===== src/rtl/dmem_arbiter_if.sv =====
// ---------------------------------------------------------------------------
// dmem_arbiter_if
//
// Bundles every bus signal of the two-port data-memory arbiter. These are the
// CPU requester (port 0), the loader/debug requester (port 1), the
// single-ported memory and the grant counters.
//
// Handshake: a requester raises reqN with weN/addrN/wdataN. It keeps all four
// stable until it sees gntN=1 in the same cycle. The access is accepted in
// exactly that cycle, and nothing is latched for an ungranted request. For a
// read, rvalidN/rdataN are presented exactly one cycle after the grant, with
// no back-pressure. The memory port follows the same rule: mem_en is a
// one-cycle strobe, and mem_rdata is expected one cycle after a read strobe.
//
// Modports
//   slave  : the arbiter itself (consumes requests and mem_rdata)
//   master : the environment (requesters plus memory model)
// ---------------------------------------------------------------------------
interface dmem_arbiter_if #(
  parameter int AW = 32,
  parameter int DW = 32,
  parameter int CW = 16
);
  // port 0 (CPU)
  logic          req0;
  logic          we0;
  logic [AW-1:0] addr0;
  logic [DW-1:0] wdata0;
  logic          gnt0;
  logic          rvalid0;
  logic [DW-1:0] rdata0;
  logic          stall;

  // port 1 (loader / debug)
  logic          req1;
  logic          we1;
  logic [AW-1:0] addr1;
  logic [DW-1:0] wdata1;
  logic          gnt1;
  logic          rvalid1;
  logic [DW-1:0] rdata1;

  // memory port
  logic          mem_en;
  logic          mem_we;
  logic [AW-1:0] mem_addr;
  logic [DW-1:0] mem_wdata;
  logic [DW-1:0] mem_rdata;

  // grant counters
  logic [CW-1:0] gcnt0;
  logic [CW-1:0] gcnt1;

  modport slave (
    input  req0, we0, addr0, wdata0,
    input  req1, we1, addr1, wdata1,
    input  mem_rdata,
    output gnt0, rvalid0, rdata0, stall,
    output gnt1, rvalid1, rdata1,
    output mem_en, mem_we, mem_addr, mem_wdata,
    output gcnt0, gcnt1
  );

  modport master (
    output req0, we0, addr0, wdata0,
    output req1, we1, addr1, wdata1,
    output mem_rdata,
    input  gnt0, rvalid0, rdata0, stall,
    input  gnt1, rvalid1, rdata1,
    input  mem_en, mem_we, mem_addr, mem_wdata,
    input  gcnt0, gcnt1
  );
endinterface


===== src/rtl/dmem_arbiter.sv =====
// ---------------------------------------------------------------------------
// dmem_arbiter
//
// Two-requester arbiter in front of a single-ported data memory with a
// one-cycle read latency. It issues at most one access per cycle. On
// contention, a round-robin pointer alternates the winner, so neither port
// waits more than one cycle. Read data is routed back to whichever port
// issued the read, one cycle after its grant. Reads can issue every cycle.
//
// Ports
//   clk        : single clock, rising edge
//   reset      : synchronous, active-low
//   bus        : dmem_arbiter_if.slave
//                (requesters, memory port, grant counters)
//   dbg_ptr_o  : current round-robin pointer (0 = CPU wins a tie)
// ---------------------------------------------------------------------------
module dmem_arbiter #(
  parameter int AW = 32,
  parameter int DW = 32,
  parameter int CW = 16
) (
  input  logic            clk,
  input  logic            reset,
  dmem_arbiter_if.slave   bus,
  output logic            dbg_ptr_o
);

  typedef enum logic {
    PTR_P0 = 1'b0,
    PTR_P1 = 1'b1
  } ptr_e;

  localparam logic [CW-1:0] GCNT_MAX = '1;

  ptr_e          ptr_q, ptr_d;
  logic          rd_pend_q, rd_pend_d;
  logic          rd_id_q, rd_id_d;
  logic [CW-1:0] gcnt0_q, gcnt0_d;
  logic [CW-1:0] gcnt1_q, gcnt1_d;

  // High from any edge that sampled reset low until the first edge that
  // samples it high again. It blanks every output for that whole window.
  // Outputs therefore change only at clock edges, never mid-cycle, and a
  // read granted just before reset is never answered.
  logic          rst_hold_q;

  logic          sel0, sel1;

  // ---------------------------------------------------------------------
  // Grant selection
  // ---------------------------------------------------------------------
  always_comb begin
    sel0 = 1'b0;
    sel1 = 1'b0;
    if (!rst_hold_q) begin
      if (bus.req0 && (!bus.req1 || ptr_q == PTR_P0)) begin
        sel0 = 1'b1;
      end else if (bus.req1) begin
        sel1 = 1'b1;
      end
    end
  end

  // ---------------------------------------------------------------------
  // Next-state logic
  // ---------------------------------------------------------------------
  always_comb begin
    ptr_d     = ptr_q;
    rd_pend_d = 1'b0;
    rd_id_d   = rd_id_q;
    gcnt0_d   = gcnt0_q;
    gcnt1_d   = gcnt1_q;

    // Pointer always points away from the last winner.
    if (sel0) begin
      ptr_d = PTR_P1;
    end else if (sel1) begin
      ptr_d = PTR_P0;
    end

    // Tag a granted read so its data can be routed next cycle. A new read
    // simply overwrites the tag; the previous one is being returned now.
    if (sel0 && !bus.we0) begin
      rd_pend_d = 1'b1;
      rd_id_d   = 1'b0;
    end else if (sel1 && !bus.we1) begin
      rd_pend_d = 1'b1;
      rd_id_d   = 1'b1;
    end

    // Saturating grant counters.
    if (sel0 && gcnt0_q != GCNT_MAX) begin
      gcnt0_d = gcnt0_q + 1'b1;
    end
    if (sel1 && gcnt1_q != GCNT_MAX) begin
      gcnt1_d = gcnt1_q + 1'b1;
    end
  end

  // ---------------------------------------------------------------------
  // State registers
  // ---------------------------------------------------------------------
  always_ff @(posedge clk) begin
    if (!reset) begin
      rst_hold_q <= 1'b1;
      ptr_q      <= PTR_P0;
      rd_pend_q  <= 1'b0;
      rd_id_q    <= 1'b0;
      gcnt0_q    <= '0;
      gcnt1_q    <= '0;
    end else begin
      rst_hold_q <= 1'b0;
      ptr_q      <= ptr_d;
      rd_pend_q  <= rd_pend_d;
      rd_id_q    <= rd_id_d;
      gcnt0_q    <= gcnt0_d;
      gcnt1_q    <= gcnt1_d;
    end
  end

  // ---------------------------------------------------------------------
  // Outputs
  // ---------------------------------------------------------------------
  logic rv0, rv1;

  always_comb begin
    rv0 = !rst_hold_q && rd_pend_q && !rd_id_q;
    rv1 = !rst_hold_q && rd_pend_q &&  rd_id_q;

    bus.gnt0    = sel0;
    bus.gnt1    = sel1;
    bus.stall   = !rst_hold_q && bus.req0 && !sel0;

    bus.rvalid0 = rv0;
    bus.rvalid1 = rv1;
    bus.rdata0  = rv0 ? bus.mem_rdata : '0;
    bus.rdata1  = rv1 ? bus.mem_rdata : '0;

    // Memory mux: idle fields are forced to zero, not left floating.
    bus.mem_en    = sel0 || sel1;
    bus.mem_we    = 1'b0;
    bus.mem_addr  = '0;
    bus.mem_wdata = '0;
    if (sel0) begin
      bus.mem_we    = bus.we0;
      bus.mem_addr  = bus.addr0;
      bus.mem_wdata = bus.wdata0;
    end else if (sel1) begin
      bus.mem_we    = bus.we1;
      bus.mem_addr  = bus.addr1;
      bus.mem_wdata = bus.wdata1;
    end

    bus.gcnt0 = rst_hold_q ? '0 : gcnt0_q;
    bus.gcnt1 = rst_hold_q ? '0 : gcnt1_q;
  end

  assign dbg_ptr_o = ptr_q;

endmodule

===== src/flat_wrapper.sv =====
// flat-port wrapper written by rule: the top's interface ports become plain ports
module dmem_arbiter_flat 
#(
  parameter int AW = 32,
  parameter int DW = 32,
  parameter int CW = 16
)
  (clk, reset, dbg_ptr_o, bus_req0, bus_we0, bus_addr0, bus_wdata0, bus_req1, bus_we1, bus_addr1, bus_wdata1, bus_mem_rdata, bus_gnt0, bus_rvalid0, bus_rdata0, bus_stall, bus_gnt1, bus_rvalid1, bus_rdata1, bus_mem_en, bus_mem_we, bus_mem_addr, bus_mem_wdata, bus_gcnt0, bus_gcnt1);
  dmem_arbiter_if #(.AW(AW), .DW(DW), .CW(CW)) bus_i ();
  input  logic clk;
  input  logic reset;
  output logic dbg_ptr_o;
  input wire logic [$bits(bus_i.req0)-1:0] bus_req0;
  input wire logic [$bits(bus_i.we0)-1:0] bus_we0;
  input wire logic [$bits(bus_i.addr0)-1:0] bus_addr0;
  input wire logic [$bits(bus_i.wdata0)-1:0] bus_wdata0;
  input wire logic [$bits(bus_i.req1)-1:0] bus_req1;
  input wire logic [$bits(bus_i.we1)-1:0] bus_we1;
  input wire logic [$bits(bus_i.addr1)-1:0] bus_addr1;
  input wire logic [$bits(bus_i.wdata1)-1:0] bus_wdata1;
  input wire logic [$bits(bus_i.mem_rdata)-1:0] bus_mem_rdata;
  output wire logic [$bits(bus_i.gnt0)-1:0] bus_gnt0;
  output wire logic [$bits(bus_i.rvalid0)-1:0] bus_rvalid0;
  output wire logic [$bits(bus_i.rdata0)-1:0] bus_rdata0;
  output wire logic [$bits(bus_i.stall)-1:0] bus_stall;
  output wire logic [$bits(bus_i.gnt1)-1:0] bus_gnt1;
  output wire logic [$bits(bus_i.rvalid1)-1:0] bus_rvalid1;
  output wire logic [$bits(bus_i.rdata1)-1:0] bus_rdata1;
  output wire logic [$bits(bus_i.mem_en)-1:0] bus_mem_en;
  output wire logic [$bits(bus_i.mem_we)-1:0] bus_mem_we;
  output wire logic [$bits(bus_i.mem_addr)-1:0] bus_mem_addr;
  output wire logic [$bits(bus_i.mem_wdata)-1:0] bus_mem_wdata;
  output wire logic [$bits(bus_i.gcnt0)-1:0] bus_gcnt0;
  output wire logic [$bits(bus_i.gcnt1)-1:0] bus_gcnt1;
  assign bus_i.req0 = bus_req0;
  assign bus_i.we0 = bus_we0;
  assign bus_i.addr0 = bus_addr0;
  assign bus_i.wdata0 = bus_wdata0;
  assign bus_i.req1 = bus_req1;
  assign bus_i.we1 = bus_we1;
  assign bus_i.addr1 = bus_addr1;
  assign bus_i.wdata1 = bus_wdata1;
  assign bus_i.mem_rdata = bus_mem_rdata;
  assign bus_gnt0 = bus_i.gnt0;
  assign bus_rvalid0 = bus_i.rvalid0;
  assign bus_rdata0 = bus_i.rdata0;
  assign bus_stall = bus_i.stall;
  assign bus_gnt1 = bus_i.gnt1;
  assign bus_rvalid1 = bus_i.rvalid1;
  assign bus_rdata1 = bus_i.rdata1;
  assign bus_mem_en = bus_i.mem_en;
  assign bus_mem_we = bus_i.mem_we;
  assign bus_mem_addr = bus_i.mem_addr;
  assign bus_mem_wdata = bus_i.mem_wdata;
  assign bus_gcnt0 = bus_i.gcnt0;
  assign bus_gcnt1 = bus_i.gcnt1;
  dmem_arbiter #(.AW(AW), .DW(DW), .CW(CW)) u_core (.clk(clk), .reset(reset), .bus(bus_i), .dbg_ptr_o(dbg_ptr_o));
endmodule

===== config.mk =====
export PLATFORM = sky130hd
export DESIGN_NAME = dmem_arbiter_flat
export DESIGN_NICKNAME = d
export VERILOG_FILES = /design/src/rtl/dmem_arbiter_if.sv /design/src/rtl/dmem_arbiter.sv /design/src/flat_wrapper.sv
export SDC_FILE = /design/constraint.sdc
export NUM_CORES = 1
export LEC_CHECK = 0
export ABC_AREA = 1
export CAP_MARGIN = 20
export CELL_PAD_IN_SITES_DETAIL_PLACEMENT = 1
export CELL_PAD_IN_SITES_GLOBAL_PLACEMENT = 1
export CORE_MARGIN = 4
export CORE_UTILIZATION = 16
export CTS_CLUSTER_SIZE = 16
export DETAILED_ROUTE_END_ITERATION = 8
export PLACE_DENSITY_LB_ADDON = 0.1
export SYNTH_ARGS = -nofsm -noshare
export SYNTH_HDL_FRONTEND = slang
export SYNTH_SLANG_ARGS = --single-unit

===== constraint.sdc =====
create_clock -name clk -period 1.4 [get_ports clk]
set_clock_uncertainty 0.05 [all_clocks]
set_input_delay 0.35 -clock clk [delete_from_list [all_inputs] [get_ports clk]]
set_output_delay 0.35 -clock clk [all_outputs]
set_load 0.03 [all_outputs]

After elaboration in Yosys (flattened, before gate mapping)
Cells that the tools add are included.
{"block": "classes", "add_sub_neg": 2, "multipliers": 0, "div": 0, "magnitude_cmp": 0, "n_eq_ne": 2, "n_shift": 0, "muxes": 20, "bitwise_logic": 2, "reduce_logical": 20}
{"op": "$mux 32", "count": 6}
{"op": "$add 16x1->16 const B", "count": 2}
{"op": "$mux 16", "count": 2}
{"op": "$ne 16x16->1 const B", "count": 2}
{"op": "$mux 1", "count": 12}
{"op": "$logic_and 1x1->1", "count": 10}
{"op": "$logic_not 1->1", "count": 6}
{"op": "$logic_or 1x1->1", "count": 2}
{"op": "$not 1->1", "count": 2}
{"op": "$reduce_bool 2->1", "count": 1}
{"op": "$reduce_or 2->1", "count": 1}
{"block": "totals", "ff_bits": 36, "latchBits": 0, "mem_bits_rw": 0, "romBits": 0, "in_bits": 166, "output_inout_bits": 168, "elab_cells": 52, "n_memories": 0}

Depth between registers and ports, before layout
{"block": "depth", "ltp_word": 8, "depth_mapped": 9}

Worst setup path after synthesis
OpenSTA, ideal clock, no wires.
{"block": "synth_path", "path_kind": "flip-flop to output port", "start": "reg u_core.rst_hold_q", "end": "out bus_rdata1[10]", "arrival_ns": 2.046, "required_time_ns": 1.000, "slack_ns": -1.046, "stages_incl_launch_ff": 6, "path_buffers": 2, "cell_sequence": "dfxtp_1 buf_6 nor3_1 inv_1 clkbuf_1 nor2_1"}
{"block": "synth_via", "elab_chain_cells": 4}
{"element": "start: declaration", "line_no": "dmem_arbiter.sv:45", "source": "logic rst_hold_q;"}
{"element": "start signal: assignment", "line_no": "dmem_arbiter.sv:105", "source": "rst_hold_q <= 1'b1;"}
{"element": "start signal: assignment", "line_no": "dmem_arbiter.sv:112", "source": "rst_hold_q <= 1'b0;"}
{"element": "$logic_not 1->1", "line_no": "dmem_arbiter.sv:128", "source": "rv1 = !rst_hold_q && rd_pend_q && rd_id_q;"}
{"element": "$logic_and 1x1->1 (2 in a row)", "line_no": "dmem_arbiter.sv:128"}
{"element": "via bus_rvalid1", "line_no": "flat_wrapper.sv:27", "source": "output wire logic [$bits(bus_i.rvalid1)-1:0] bus_rvalid1;"}
{"element": "$mux 32", "line_no": "dmem_arbiter.sv:137", "source": "bus.rdata1 = rv1 ? bus.mem_rdata : '0;"}
{"element": "end: declaration", "line_no": "flat_wrapper.sv:28", "source": "output wire logic [$bits(bus_i.rdata1)-1:0] bus_rdata1;"}
The timed path passes the listed nets, and every way through them passes these cells.

Worst setup path after layout
{"block": "layout_path", "start": "reg u_core.rst_hold_q", "end": "out bus_mem_wdata[13]"}
{"block": "layout_via", "elab_chain_cells": 3}
{"element": "$mux 1", "line_no": "dmem_arbiter.sv:55", "source": "if (!rst_hold_q) begin"}
{"element": "$mux 32", "line_no": "dmem_arbiter.sv:148", "source": "end else if (sel1) begin"}
{"element": "$mux 32 (*)", "line_no": "dmem_arbiter.sv:144", "source": "if (sel0) begin"}
{"element": "end: declaration", "line_no": "flat_wrapper.sv:32", "source": "output wire logic [$bits(bus_i.mem_wdata)-1:0] bus_mem_wdata;"}
Every way passes the cells marked *; elsewhere a longest branch is shown, timed or not.

==> run summary <==
status: finished with violations
failing checks: setup timing
initial core utilization: 16.5%
Vias/cell: 4.36
fillers: 2293
CTS tree: yes
initial antenna violation count: 0
Port-buffer cells: 333
max cap viols: 0
DRC errors left: 0
syn avg cell area: 6.04 um^2
I/O pins: 334
area of the multi-input gates: 3540 um^2
routed wire length: 24.0 mm
met1 wire length: 9.40 mm
Reg clk slew, reported paths: 0.05 ns
commonest non-fill, non-tap cell in the layout: clkdlybuf4s50_1
mapped cell area: 3360 um^2
ratio of cells with drive above 1 in the final layout: 53.7%
Max clock buf depth: 2
post-synthesis instance total: 557
register area: 732 um^2
Die W: 153 um
synthesis-to-layout area growth: 193%
CTS Buf Count: 5
Hold Crit Class: reg -> reg
Synth Register Bits: 36
met3 wire length: 1.32 mm
router iterations before antenna repair: 4
Global Route Usage Sum: 18.9%
Warnings, synthesis: 0
Area after DPL: 8870 um^2
Initial DRC Count: 140
Tot Pwr: 4.27 mW
final slew viol count: 0
number of flops mapped to enable cells by yosys: 0
wire length per cell: 19.4 um
ys async rst share: 0%
measured slew at the worst slew-check pin: 0.282 ns
Overflow after GRT: 0
vias in the first global route: 5594
CP required: 1.00 ns
Final min period: 1.98 ns
worst slack at placement: -1.02 ns
Final ANT Viol Nets: 0
setup violators final: 197
Netlist cell types: 31
TNS Setup: -82.11 ns
Crit Path Category: reg -> out
crit start category: register
Routed met2 length: 12.7 mm
Rel. slew slack: 81.1%
post-route cell area: 9870 um^2
# hold bufs at CTS: 0
maximum vdd ir drop: 0.000445 V
Seq/Total Area, Yosys: 21.4%
CTS H-tree depth: 2
Pwr per Cell Area: 433 nW/um^2
area of the core: 20400 um^2
die height: 153 um
period utilization: 141%
detailed-route via count: 5404
Fin. Hold Viols: 0
commonest cells after routing, fill and taps aside: clkdlybuf4s50_1 (163), buf_4 (129), nor2_4 (84), inv_1 (84), buf_6 (74)
clk root buf: clkbuf_16
Clock Latency Late Sink: 0.29 ns
setup ws final: -0.581 ns
GPL Wtd Cong: 0.886
Worst Setup End Kind: primary output
largest net degree at the start of global routing: 37
highest layer used for signal routing: met4
Synth Flop Type: dfxtp_1
RSZ-0062 raised after global routing: yes
crit-path max FO: 28
first-pass GRT wire length: 35.0 mm
syn nets: 725
TritonCTS Sinks: 36
hpwl dp: 19.6 mm
Worst Path Arrival: 1.58 ns
Pleak: 4.27 nW
Core Rows: 52
fmax: 505 MHz
nets: 1135
DIE AREA: 23400 um^2
registers in the layout (all words and copies together), names as in the netlist:
| register | count |
|---|---|
| u_core.dbg_ptr_o | 1 |
| u_core.gcnt0_q | 16 |
| u_core.gcnt1_q | 16 |
| u_core.rst_hold_q | 1 |
| u_core.rd_pend_q | 1 |
| u_core.rd_id_q | 1 |
power breakdown:
| group | internal, mW | switching (mW) |
|---|---|---|
| combinational | 1.10 | 0.947 |
| sequential | 1.04 | 0.0144 |
| clock | 0.711 | 0.455 |
metal layers:
metal / vias to the layer above / global-route usage (%)
li1: 2629 / -
met1: 2574 / 22.0
met2: 170 / 34.6
met3: 31 / 4.33
met4: 0 / 5.13
met5: - / 0
logic make-up (layout without fill, tap and decap cells):
family,Yosys count,in the layout,share of synthesized area (%)
other cells,0,1,0
compound gates,95,95,21.4
flops,36,36,21.4
simple gates,304,304,41.0
fa+ha+maj,2,2,0.744
xor+xnor,1,1,0.260
buf+inv,119,530,15.1
synth_stat cells (2+ instances only):
master    number  area [um^2]
nor2_1       158          593
inv_1         87          327
nand2_1       72          270
a22o_1        64          561
dfxtp_1       36          721
nand3_1       33          165
a21oi_1       24          120
buf_2         12         60.1
nor2_2        10         62.6
nor3_1        10         50.1
clkbuf_1       9         33.8
nor2_4         6         67.6
buf_4          4         30.0
buf_6          4         45.0
nand2_2        3         18.8
o21ai_1        3         15.0
ha_1           2         25.0
inv_2          2         7.51
nand2_4        2         22.5
nand3b_1       2         15.0
nand4_1        2         12.5
nor2_8         2         40.0
o21ai_0        2         10.0
worst max-delay path: stages, from the launching register on:
cell     delay (ns)
dfxtp_2        0.37
inv_4          0.06
nand2_4        0.06
nor2_4         0.04
buf_12         0.13
buf_12         0.17
a22o_4         0.27
buf_4          0.16
stage by stage:
stage | utilization [%] | cells | hold slack, ns
finish | 48.3 | 1239 | 0.449
global route | 48.3 | 1238 | 0.475
CTS | 45.5 | 1228 | 0.455
detailed placement | 43.4 | 1217 | 0.445
global placement | 43.4 | 1217 | 0.434
floorplan | - | 557 | 0.420
worst paths after layout:
path,start,to,slack [ns],cells after the start
hold reg to reg,u_core.gcnt0_q[12],u_core.gcnt0_q[12],0.45,2
setup / recovery,u_core.rst_hold_q,bus_mem_wdata[13],-0.58,7
hold / removal,u_core.gcnt0_q[12],u_core.gcnt0_q[12],0.45,2
setup reg to reg,u_core.rst_hold_q,u_core.gcnt1_q[15],-0.21,9
layout make-up:
type,count,share of cell area (%)
Multi-Input combinational cell,402,35.9
Inverter,90,3.50
Antenna cell,1,0.0254
Sequential cell,36,7.42
Tap cell,270,3.42
Clock buffer,8,1.48
Timing Repair Buffer,432,48.3
timing repair:
action / CTS / global route
setup buffers: 2 / 3
cloned: 1 / 7
resized for setup: 66 / 98
pin swaps: 15 / 17
endpoints found under the setup margin: 201 / 199
Note: power is estimated with default switching activity, not from simulation.
